--- config.mk ---
export PLATFORM = sky130hd
export DESIGN_NAME = fetch_queue
export DESIGN_NICKNAME = d
export VERILOG_FILES = /design/src/rtl/fetch_pkg.sv /design/src/rtl/fq_ptr.sv /design/src/rtl/fetch_queue.sv
export SDC_FILE = /design/constraint.sdc
export NUM_CORES = 1
export LEC_CHECK = 0
export ABC_AREA = 0
export BUFFER_PORTS_ARGS = -buffer_cell sky130_fd_sc_hd__buf_2
export CORE_MARGIN = 2
export CORE_UTILIZATION = 56
export DETAILED_ROUTE_END_ITERATION = 10
export HOLD_SLACK_MARGIN = 0.15
export PLACE_DENSITY = 0.78
export SYNTH_ARGS = -nofsm -noshare
export SYNTH_HDL_FRONTEND = slang
export SYNTH_SLANG_ARGS = --single-unit
--- constraint.sdc ---
create_clock -name Clk -period 3.6 [get_ports Clk]
set_input_delay 0.18 -clock Clk [delete_from_list [all_inputs] [get_ports Clk]]
set_output_delay 0.18 -clock Clk [all_outputs]
set_load 0.05 [all_outputs]
--- src/rtl/fetch_pkg.sv ---
// Shared types and constants for the instruction fetch queue.
// Optional same-cycle bypass is enabled with FETCH_QUEUE_BYPASS_EN.
package fetch_pkg;

    localparam int XLEN = 32;

    localparam logic [XLEN-1:0] RESET_VECTOR = 32'h0000_3000;
    localparam logic [XLEN-1:0] NOP_INSTR    = 32'h0000_0000;

    typedef struct packed {
        logic [XLEN-1:0] pc;
        logic [XLEN-1:0] instr;
    } fq_entry_t;

endpackage

--- src/rtl/fq_ptr.sv ---
// Modulo-DEPTH queue pointer with increment, synchronous clear
// and asynchronous reset.
module fq_ptr #(
    parameter int DEPTH = 4,
    localparam int PW = $clog2(DEPTH)
) (
    input  logic          clk_i,
    input  logic          rst_i,
    input  logic          clr_i,
    input  logic          inc_i,
    output logic [PW-1:0] ptr_o
);

    logic [PW-1:0] ptr_q;
    logic [PW-1:0] ptr_d;

    // DEPTH is a power of two, so the natural overflow is the wrap.
    always_comb begin
        ptr_d = ptr_q;
        if (clr_i) begin
            ptr_d = '0;
        end else if (inc_i) begin
            ptr_d = ptr_q + PW'(1);
        end
    end

    always_ff @(posedge clk_i or posedge rst_i) begin
        if (rst_i) begin
            ptr_q <= '0;
        end else begin
            ptr_q <= ptr_d;
        end
    end

    assign ptr_o = ptr_q;

endmodule

--- src/rtl/fetch_queue.sv ---
// Fetch-to-decode instruction queue with redirect flush.
// Define FETCH_QUEUE_BYPASS_EN for empty-queue same-cycle bypass.
module fetch_queue
    import fetch_pkg::*;
#(
    parameter int DEPTH = 4,
    parameter int WIDTH = 32,
    localparam int CW = $clog2(DEPTH) + 1
) (
    input  logic             Clk,
    input  logic             ReSet,
    input  logic [WIDTH-1:0] InPC,
    input  logic [WIDTH-1:0] InInstr,
    input  logic             InValid,
    output logic             InReady,
    input  logic             Flush,
    output logic [WIDTH-1:0] OutPC,
    output logic [WIDTH-1:0] OutInstr,
    output logic             OutValid,
    input  logic             OutReady,
    output logic [CW-1:0]    Count
);

    localparam int PW = $clog2(DEPTH);

    logic [CW-1:0] count_q;
    logic [CW-1:0] count_d;
    logic [PW-1:0] rd_ptr;
    logic [PW-1:0] wr_ptr;
    fq_entry_t     mem_q [DEPTH];
    fq_entry_t     head;

    logic empty;
    logic full;
    logic enq;
    logic deq;
    logic bypass;

    assign empty = (count_q == '0);
    assign full  = (count_q == CW'(DEPTH));

`ifdef FETCH_QUEUE_BYPASS_EN
    assign bypass = empty && InValid && OutReady && !Flush;
`else
    assign bypass = 1'b0;
`endif

    // A bypassed word is consumed directly and never stored.
    assign enq = InValid && !full && !Flush && !bypass;
    assign deq = !empty && OutReady && !Flush;

    assign InReady  = !full;
    assign OutValid = (!empty && !Flush) || bypass;
    assign Count    = count_q;

    assign head = mem_q[rd_ptr];

    always_comb begin
        OutPC    = WIDTH'(RESET_VECTOR);
        OutInstr = WIDTH'(NOP_INSTR);
        if (bypass) begin
            OutPC    = InPC;
            OutInstr = InInstr;
        end else if (!empty) begin
            OutPC    = WIDTH'(head.pc);
            OutInstr = WIDTH'(head.instr);
        end
    end

    always_comb begin
        count_d = count_q;
        if (Flush) begin
            count_d = '0;
        end else begin
            count_d = count_q + CW'(enq) - CW'(deq);
        end
    end

    always_ff @(posedge Clk or posedge ReSet) begin
        if (ReSet) begin
            count_q <= '0;
        end else begin
            count_q <= count_d;
        end
    end

    // Payload storage needs no reset; Count gates its visibility.
    always_ff @(posedge Clk) begin
        if (enq) begin
            mem_q[wr_ptr] <= '{pc: XLEN'(InPC), instr: XLEN'(InInstr)};
        end
    end

    fq_ptr #(.DEPTH(DEPTH)) u_wr_ptr (
        .clk_i (Clk),
        .rst_i (ReSet),
        .clr_i (Flush),
        .inc_i (enq),
        .ptr_o (wr_ptr)
    );

    fq_ptr #(.DEPTH(DEPTH)) u_rd_ptr (
        .clk_i (Clk),
        .rst_i (ReSet),
        .clr_i (Flush),
        .inc_i (deq),
        .ptr_o (rd_ptr)
    );

endmodule

==> reports/qor.yml <==
power_mw: 9.41
post_drt_wl_per_cell_um: 20.8
worst_slack_ns: 0.823
cts_max_level: 1
power.density_nw_per_um2: 754
ff_latch_area_um2: 7870
grt_start_max_net_pins: 67
antenna_found_initial: 0
required_ns: 3.42
fin_nets: 749
max-slew-margin-rel: 0.331
hpwl_um: 10400
grt_pass1_vias: 5686
place_ws_ns: 0.894
ys_types: 27
root_buffer: "clkbuf_16"
yosysMostFrequentCell: "edfxtp_1"
io_pins: 138
timing.final.crit_period_ns: 2.78
drt.antenna.violating_nets: 0
cp-end-kind: "output port"
finClkSkew_ns: 0.0148
synth.avg_cell_area_um2: 22.2
cts_tree: "done"
clk_latency_ns: 0.51
cts_resized: 0
finalSetupViolCount: 0
drive_gt1_frac: 0.356
multi_input_area_um2: 2120
crit_type: "flip-flop to output port"
rows: 49
synth.area.top_cells: "edfxtp_1 76%, mux4_2 14%, nor2b_1 3.4%, dfrtp_1 1.7%, ha_1 0.74%"
totalWireLength_um: 19100
die_w_um: 139
fmax_mhz: 360
final_area_um2: 12500
timing.hold.ws_ns: 0.162
peakVddDrop_mv: 0.576
grtUsageTotal: 0.203
core_um2: 17800
path_max_fanout: 19
synth_edf_count: 256
rr_worst_depth: 11
rrSetupSlack_ns: 0.88
worst_pin_slew_ns: 1.00
synth_ff_type: "edfxtp_1"
finalCritPeriodShare: 0.771
worst_setup_path_start_kind: "flip-flop"
cap_viol_max_count: 0
rsz0062_at_grt: "false"
ys_ff_latch: 263
outcome: "finished, final reports clean"
drc: 0
die_h_um: 139
viasPerCell: 5.58
power.leakage_nw: 4.34
cts_sinks: 263
setup_tns_ns: 0
first_pass_iters: 4
n_fill_cell: 1094
yosys.area.top_type: "edfxtp_1"
netlist_instances: 456
die_area_um2: 19200
overflow: 0
hold_class: "input port to async pin"
async_flop_share: 0.0266
clkSlewWorstSetupHoldPaths_ns: 0.06
drt_first_iter_violations: 346
syn2layout_area_growth_pct: 23.2
synth_area_um2: 10100
syn_nets: 532
vias: 5105
antenna_cells: 0
r2r_start: "Count[2]"
clk_path_buf_depth: 3
cts_made_buffers: 26
grt_pass1_wl_um: 30400
synth_common_cells: "256 x edfxtp_1, 64 x mux4_2, 55 x nor2b_1"
hold_viol_final: 0
dpl-instance-area_um2: 11100
rr_endpoint: "Count[2]"
slew_viol_final: 0
yosys_warnings: 0
synth_top_area_frac: 0.759
arrival_ns: 2.60
initial_core_util: 0.568
ys_seq_area_frac: 0.776
io_buffer_count: 137
gp_congestion: 0.730
kinds of logic after synthesis:
group,synth area share
DFF,0.776
and+or+nand+nor,0.0507
muxes,0.142
buffers and inverters,0.0163
AOI/OAI and AO/OA,0.00370
adders and majority gates,0.00938
xor gates and xnor gates,0.00173
placed cells by master, fill, tap and decap left out:
master	instances
clkbuf_16	27
and2_1	1
and2b_1	8
edfxtp_1	256
mux4_2	64
a21oi_1	3
or2_1	2
or3_1	1
o21ai_0	3
nor3_4	1
ha_1	6
dlygate4sd3_1	69
clkinv_1	3
xor2_1	2
clkbuf_1	7
buf_12	2
and2_4	4
buf_4	3
o31ai_1	1
nand2_1	1
nor3b_1	1
nand3_1	2
inv_1	8
dfrtp_1	5
fa_1	1
clkinv_2	4
nor2_1	5
nor2b_1	55
nor3_1	2
dfrtp_4	2
buf_2	137
metrics by stage:
stage / instances / utilization
after floorplan: 456 / -
after global placement: 805 / 0.620
after detailed placement: 805 / 0.620
after CTS: 915 / 0.700
after global routing: 915 / 0.700
final: 915 / 0.700
power breakdown:
| part | switching, mW | internal, mW |
|---|---|---|
| sequential | 0.142 | 3.54 |
| combinational | 2.28 | 1.07 |
| clock | 1.03 | 1.35 |
| total | 3.45 | 5.96 |
what timing repair did:
action                    CTS  global route
hold endpoints to repair  270             0
buffers inserted            0             0
hold buffers               69             0
registers in the layout (all words and copies together) (netlist names):
register,flops
u_rd_ptr.ptr_o,2
mem_q,256
Count,3
u_wr_ptr.ptr_o,2
final cells by class:
type	instances	share of cell area
clock inverter	7	0.00251
tap	229	0.0230
multi-input combinational	163	0.170
inverter	8	0.00241
clock buffer	34	0.0562
timing repair buffer	211	0.115
sequential	263	0.631
worst max-delay path, cell delays in order, from the launching register on:
cell and delay (ns):
dfrtp_1 0.48, nor3_4 0.80, buf_4 0.37, and2b_1 0.21, buf_2 0.21
worst max-delay path by stage:
stage                     startpoint           end
after floorplan             Count[1]   mem_q[0][0]
after global placement      Count[2]      Count[2]
after detailed placement    Count[2]      Count[2]
after CTS                   Count[1]  OutInstr[30]
after global routing        Count[1]      Count[2]
final                       Count[1]  OutInstr[30]
metal layers:
metal / part of all wire / track usage / vias up
met5: 0 / 0 / -
met3: 0.057 / 0.0388 / 33
met4: 0.017 / 0.0521 / 0
li1: - / - / 2270
met1: 0.40 / 0.270 / 2633
met2: 0.53 / 0.351 / 169
(Power assumes the default switching activity.)
